$ cat config.mk
export PLATFORM = sky130hd
export DESIGN_NAME = bp_update_arb_flat
export DESIGN_NICKNAME = d
export VERILOG_FILES = /design/src/rtl/bp_update_arb_if.sv /design/src/rtl/bp_update_arb.sv /design/src/flat_wrapper.sv
export SDC_FILE = /design/constraint.sdc
export NUM_CORES = 1
export LEC_CHECK = 0
export CAP_MARGIN = 15
export CORE_ASPECT_RATIO = 1.2
export CORE_MARGIN = 3
export CORE_UTILIZATION = 58
export CTS_CLUSTER_DIAMETER = 50
export DETAILED_ROUTE_END_ITERATION = 8
export HOLD_SLACK_MARGIN = 0.12
export PLACE_DENSITY = 0.87
export SYNTH_ARGS = -nofsm -noshare
export SYNTH_HDL_FRONTEND = slang
export SYNTH_SLANG_ARGS = --single-unit
$ cat constraint.sdc
create_clock -name clk -period 12.5 [get_ports clk]
set_clock_uncertainty 0.2 [all_clocks]
set_input_delay 3.75 -clock clk [delete_from_list [all_inputs] [get_ports clk]]
set_output_delay 3.75 -clock clk [all_outputs]
set_load 0.03 [all_outputs]
$ cat src/rtl/bp_update_arb_if.sv
// rtl/bp_update_arb_if.sv - resolved-branch input slots and predictor update bus
interface bp_update_arb_if;
    logic        in0_valid;
    logic [31:0] in0_pc;
    logic        in0_taken;
    logic [31:0] in0_target;
    logic        in1_valid;
    logic [31:0] in1_pc;
    logic        in1_taken;
    logic [31:0] in1_target;
    logic        in_ready;
    logic        update;
    logic [31:0] update_pc;
    logic        act_taken;
    logic [31:0] act_target;

    modport master (
        output in0_valid, in0_pc, in0_taken, in0_target,
        output in1_valid, in1_pc, in1_taken, in1_target,
        input  in_ready, update, update_pc, act_taken, act_target
    );

    modport slave (
        input  in0_valid, in0_pc, in0_taken, in0_target,
        input  in1_valid, in1_pc, in1_taken, in1_target,
        output in_ready, update, update_pc, act_taken, act_target
    );
endinterface

$ cat src/rtl/bp_update_arb.sv
// rtl/bp_update_arb.sv - two-slot branch resolution queue feeding one predictor update port
module bp_update_arb #(
    parameter int DEPTH = 4,
    parameter int CNT_W = 8
) (
    input  logic                       clk,
    input  logic                       rst,
    input  logic                       flush,
    input  logic                       hold,
    bp_update_arb_if.slave             bus,
    output logic [$clog2(DEPTH):0]     q_count,
    output logic [CNT_W-1:0]           drop_cnt
);
    localparam int AW = $clog2(DEPTH);
    localparam int QW = AW + 1;

    logic [31:0]    r_pc  [DEPTH];
    logic           r_tk  [DEPTH];
    logic [31:0]    r_tg  [DEPTH];
    logic [AW-1:0]  r_head;
    logic [AW-1:0]  r_tail;
    logic [QW-1:0]  r_count;
    logic [CNT_W-1:0] r_drop;

    logic           w_ready;
    logic           w_pop;
    logic           w_push0;
    logic           w_push1;
    logic [1:0]     w_n_push;
    logic [1:0]     w_n_drop;
    logic [AW-1:0]  w_slot1;
    logic [CNT_W:0] w_drop_sum;
    logic [CNT_W-1:0] w_drop_nxt;

    // Accept only when both slots fit, so a pair is never split across cycles.
    assign w_ready  = (r_count <= QW'(DEPTH - 2));
    assign w_pop    = rst && !flush && !hold && (r_count != '0);
    assign w_push0  = w_ready && !flush && bus.in0_valid;
    assign w_push1  = w_ready && !flush && bus.in1_valid;
    assign w_n_push = {1'b0, w_push0} + {1'b0, w_push1};
    assign w_n_drop = (!w_ready && !flush) ? ({1'b0, bus.in0_valid} + {1'b0, bus.in1_valid}) : 2'd0;
    assign w_slot1  = w_push0 ? (r_tail + AW'(1)) : r_tail;

    assign w_drop_sum = {1'b0, r_drop} + (CNT_W+1)'(w_n_drop);
    assign w_drop_nxt = w_drop_sum[CNT_W] ? {CNT_W{1'b1}} : w_drop_sum[CNT_W-1:0];

    always_ff @(posedge clk) begin
        if (!rst) begin
            r_head  <= '0;
            r_tail  <= '0;
            r_count <= '0;
            r_drop  <= '0;
            for (int i = 0; i < DEPTH; i++) begin
                r_pc[i] <= '0;
                r_tk[i] <= 1'b0;
                r_tg[i] <= '0;
            end
        end else if (flush) begin
            r_head  <= '0;
            r_tail  <= '0;
            r_count <= '0;
        end else begin
            if (w_push0) begin
                r_pc[r_tail] <= bus.in0_pc;
                r_tk[r_tail] <= bus.in0_taken;
                r_tg[r_tail] <= bus.in0_target;
            end
            if (w_push1) begin
                r_pc[w_slot1] <= bus.in1_pc;
                r_tk[w_slot1] <= bus.in1_taken;
                r_tg[w_slot1] <= bus.in1_target;
            end
            r_tail  <= r_tail + AW'(w_n_push);
            if (w_pop)
                r_head <= r_head + AW'(1);
            r_count <= r_count + QW'(w_n_push) - QW'(w_pop);
            r_drop  <= w_drop_nxt;
        end
    end

    // Outputs are masked while reset is held so no stale entry leaks out.
    assign bus.in_ready   = w_ready || !rst;
    assign bus.update     = w_pop;
    assign bus.update_pc  = r_pc[r_head];
    assign bus.act_taken  = r_tk[r_head];
    assign bus.act_target = r_tg[r_head];
    assign q_count        = rst ? r_count : '0;
    assign drop_cnt       = r_drop;
endmodule

$ cat src/flat_wrapper.sv
// flat-port wrapper written by rule: the top's interface ports become plain ports
module bp_update_arb_flat 
#(
    parameter int DEPTH = 4,
    parameter int CNT_W = 8
)
  (clk, rst, flush, hold, q_count, drop_cnt, bus_in0_valid, bus_in0_pc, bus_in0_taken, bus_in0_target, bus_in1_valid, bus_in1_pc, bus_in1_taken, bus_in1_target, bus_in_ready, bus_update, bus_update_pc, bus_act_taken, bus_act_target);
  bp_update_arb_if bus_i ();
  input  logic clk;
  input  logic rst;
  input  logic flush;
  input  logic hold;
  output logic [$clog2(DEPTH):0] q_count;
  output logic [CNT_W-1:0] drop_cnt;
  input wire logic [$bits(bus_i.in0_valid)-1:0] bus_in0_valid;
  input wire logic [$bits(bus_i.in0_pc)-1:0] bus_in0_pc;
  input wire logic [$bits(bus_i.in0_taken)-1:0] bus_in0_taken;
  input wire logic [$bits(bus_i.in0_target)-1:0] bus_in0_target;
  input wire logic [$bits(bus_i.in1_valid)-1:0] bus_in1_valid;
  input wire logic [$bits(bus_i.in1_pc)-1:0] bus_in1_pc;
  input wire logic [$bits(bus_i.in1_taken)-1:0] bus_in1_taken;
  input wire logic [$bits(bus_i.in1_target)-1:0] bus_in1_target;
  output wire logic [$bits(bus_i.in_ready)-1:0] bus_in_ready;
  output wire logic [$bits(bus_i.update)-1:0] bus_update;
  output wire logic [$bits(bus_i.update_pc)-1:0] bus_update_pc;
  output wire logic [$bits(bus_i.act_taken)-1:0] bus_act_taken;
  output wire logic [$bits(bus_i.act_target)-1:0] bus_act_target;
  assign bus_i.in0_valid = bus_in0_valid;
  assign bus_i.in0_pc = bus_in0_pc;
  assign bus_i.in0_taken = bus_in0_taken;
  assign bus_i.in0_target = bus_in0_target;
  assign bus_i.in1_valid = bus_in1_valid;
  assign bus_i.in1_pc = bus_in1_pc;
  assign bus_i.in1_taken = bus_in1_taken;
  assign bus_i.in1_target = bus_in1_target;
  assign bus_in_ready = bus_i.in_ready;
  assign bus_update = bus_i.update;
  assign bus_update_pc = bus_i.update_pc;
  assign bus_act_taken = bus_i.act_taken;
  assign bus_act_target = bus_i.act_target;
  bp_update_arb #(.DEPTH(DEPTH), .CNT_W(CNT_W)) u_core (.clk(clk), .rst(rst), .flush(flush), .hold(hold), .bus(bus_i), .q_count(q_count), .drop_cnt(drop_cnt));
endmodule
==> flow_summary.yaml <==
power:
  p_int_w: 0.00172
  p_leak_nw: 5.68
  ir_drop_uv: 110
  pwr-share-seq_pct: 48.7
  finalPower_w: 0.00224
  power.switching_w: 0.000521
  power_density_mw_per_mm2: 136
  clockPowerShare_pct: 39.3
  combPwrFrac_pct: 12.0
  switching_share_pct: 23.2
clock_network:
  cts.sinks: 277
  insertion_delay_ns: 0.53
  cts-buffers-inserted: 28
  cts_buffer_depth: 3
  h-tree-depth: 1
  cts_root_buffer: "clkbuf_16"
  clk_pin_slew_worst_paths_ns: 0.07
  cts_tree: "done"
  cts_hold_buf: 0
  postCtsSetupRepairBufs: 0
  postCtsResizedCells: 0
synthesis:
  synth_edf_count: 257
  netlist_top_cells_area: "edfxtp_1 58%, a22o_1 13%, mux4_2 11%"
  ys_types: 43
  yosysSeqAreaShare_pct: 60.9
  synth_top_family_by_area: "compound AO/OA/AOI/OAI gates"
  yosysMostFrequentCell: "edfxtp_1"
  synth_nets: 1072
  synth_top_cell_by_area: "edfxtp_1"
  avgSynthCellArea_um2: 14.4
  synthTopCellsByCount: "257 x edfxtp_1, 192 x a22o_1, 138 x nand2_1"
  synthCells: 926
  yosys_warnings: 0
  synth_xor_area_share_pct: 0.723
  netlist.area_leader.share_pct: 57.9
  ys.flop_type: "edfxtp_1"
  synth_area_mm2: 0.0133
  ys_ff_latch: 277
  synthAdderAreaFrac_pct: 1.13
  synthMuxAreaShare_pct: 11.4
  yosys.area_share.simple_pct: 6.15
  async_flop_share_pct: 0
  synth-compound-area-share_pct: 16.1
worst_setup_path:
  critPathKind: "in -> out"
  endpoint_kind: "output port"
  crit_required_ns: 8.55
  crit_family: "buffers and inverters"
  slowest_stage: "clkdlybuf4s50_1"
  start_kind: "input pin"
  cp_slowest_stage_delay_ns: 0.82
  cp_common_cell: "clkdlybuf4s50_1"
  timing.critical_path.buf_inv: 2
  crit_path_max_fanout: 10
  worstPathArrival_ns: 6.05
  rrSetupSlack_ns: 8.96
  crit_chain: "clkdlybuf4s50_1, nand2b_1, nor3_1, clkdlybuf4s50_1"
timing:
  grt_setup_unrepaired: "false"
  tightest_slew_ns: 1.05
  hold_viol_final: 0
  finalSetupTns_ns: 0
  setup_viol: 0
  max_freq_mhz: 100
  period_needed_ns: 10.00
  post-route-period-util_pct: 80.0
  maxSlewHeadroom_pct: 29.9
  final-max-slew-violation-count: 0
flow_run:
  cap_violations: 0
die:
  io_pins: 214
  die_w_um: 144
  coreArea_mm2: 0.0225
  die_area_mm2: 0.0249
  die_h_um: 172
  start_util_pct: 59.2
  num_rows: 60
run_status:
  outcome: "completed"
cells_and_area:
  drive_above_1_share_pct: 12.6
  nNetsFinal: 1244
  syn_to_final_growth_pct: 24.0
global_routing:
  grt_max_degree: 69
  grt_pass1_vias: 9721
  grt_pass1_wl_mm: 52.5
  overflow: 0
  antenna_found_initial: 3
  grt_usage_pct: 27.3
placement:
  dpl.hpwl_mm: 19.1
  io_buffer_count: 213
  gp_congestion: 0.803
detailed_routing:
  ant_nets: 0
  drt_iter0_markers: 927
  wl_per_cell_um: 24.2
  vias_per_cell: 6.56
  drt_first_pass_iters: 6
  routed_wl_mm: 33.9
  vias: 9209
  drc: 0
hold_path:
  hold_path.class: "reg -> reg"
## kinds of logic (layout without fill, tap and decap cells)
| group | count (synthesis) | after routing |
|---|---|---|
| flops | 277 | 277 |
| xor+xnor | 11 | 11 |
| fa+ha+maj | 11 | 11 |
| mux | 70 | 70 |
| other cells | 0 | 4 |
| compound gates | 276 | 276 |
| simple gates | 185 | 185 |
| buf+inv | 96 | 290 |
## worst paths after layout
path | start | to | cells past startpoint
max reg2reg | u_core.r_tail[1]$_SDFF_PP0_ | u_core.r_tg[2][22]$_DFFE_PP_ | 4
min reg2reg | u_core.r_head[1]$_SDFFE_PP0P_ | register | 2
max | rst | bus_update | 4
min | u_core.r_head[1]$_SDFFE_PP0P_ | register | 2
## metal layers
layer / vias up / global-route usage [%] / wire length (um) / part of all wire [%]
met4: 0 / 11.7 / 1120 / 3.3
met2: 544 / 47.1 / 17800 / 52
met5: - / 0 / 0 / 0
met1: 4521 / 34.4 / 12000 / 35
li1: 4051 / - / - / -
met3: 93 / 4.26 / 3030 / 8.9
## through the flow
step	util, %	worst slack, ns	hold WS (ns)	cells	cell area (um^2)
after global routing	73.4	2.39	0.369	1402	16500
after detailed placement	69.0	2.52	0.327	1347	15500
final	73.4	2.50	0.332	1403	16500
after CTS	73.4	2.50	0.329	1399	16500
after global placement	69.0	2.53	0.315	1347	15500
after floorplan	-	2.85	0.290	926	13300
## registers in the layout, summed over array words and instances (netlist names), named ones only
register	flops
u_core.r_head	2
u_core.r_tg	128
u_core.drop_cnt	8
u_core.r_pc	128
u_core.r_tk	4
u_core.r_tail	2
u_core.r_count	3
## layout make-up
type                       count  area (um^2)
sequential                   277         8130
inverter                      12         45.0
clock buffer                  30          729
tap                          279          349
antenna                        4         10.0
multi-input combinational    553         4800
timing repair buffer         226         2230
fill                        1412         5990
clock inverter                22          249
## power by group through the flow
stage	clock network [W]	logic, W	registers (W)
global route	0.000923	0.000284	0.00110
CTS	0.000888	0.000269	0.00109
detailed placement	0	0.000267	0.00111
floorplan	0	0.000137	0.00111
global placement	0	0.000262	0.00111
finish	0.000882	0.000268	0.00109
## layout by cell type (no fill, tap or decap), drive strengths merged, types with 3 or more instances in the layout
| cell type | count |
|---|---|
| a211oi | 3 |
| a21oi | 8 |
| a22o | 192 |
| and2 | 5 |
| buf | 13 |
| bufinv | 5 |
| clkbuf | 30 |
| clkdlybuf4s50 | 213 |
| clkinv | 15 |
| dfxtp | 20 |
| diode | 4 |
| edfxtp | 257 |
| ha | 8 |
| inv | 14 |
| mux2i | 4 |
| mux4 | 65 |
| nand2 | 138 |
| nand2b | 3 |
| nand3 | 4 |
| nor2 | 16 |
| nor3 | 5 |
| nor4 | 4 |
| o21ai | 68 |
| or3 | 3 |
| xnor2 | 10 |
## worst reg2reg max path: stages, from the launching register on
cell	delay, ns
dfxtp_1	0.61
inv_1	0.29
nor4_4	0.30
buf_4	0.75
or3_4	0.97
Note: power is estimated with default switching activity, not from simulation.
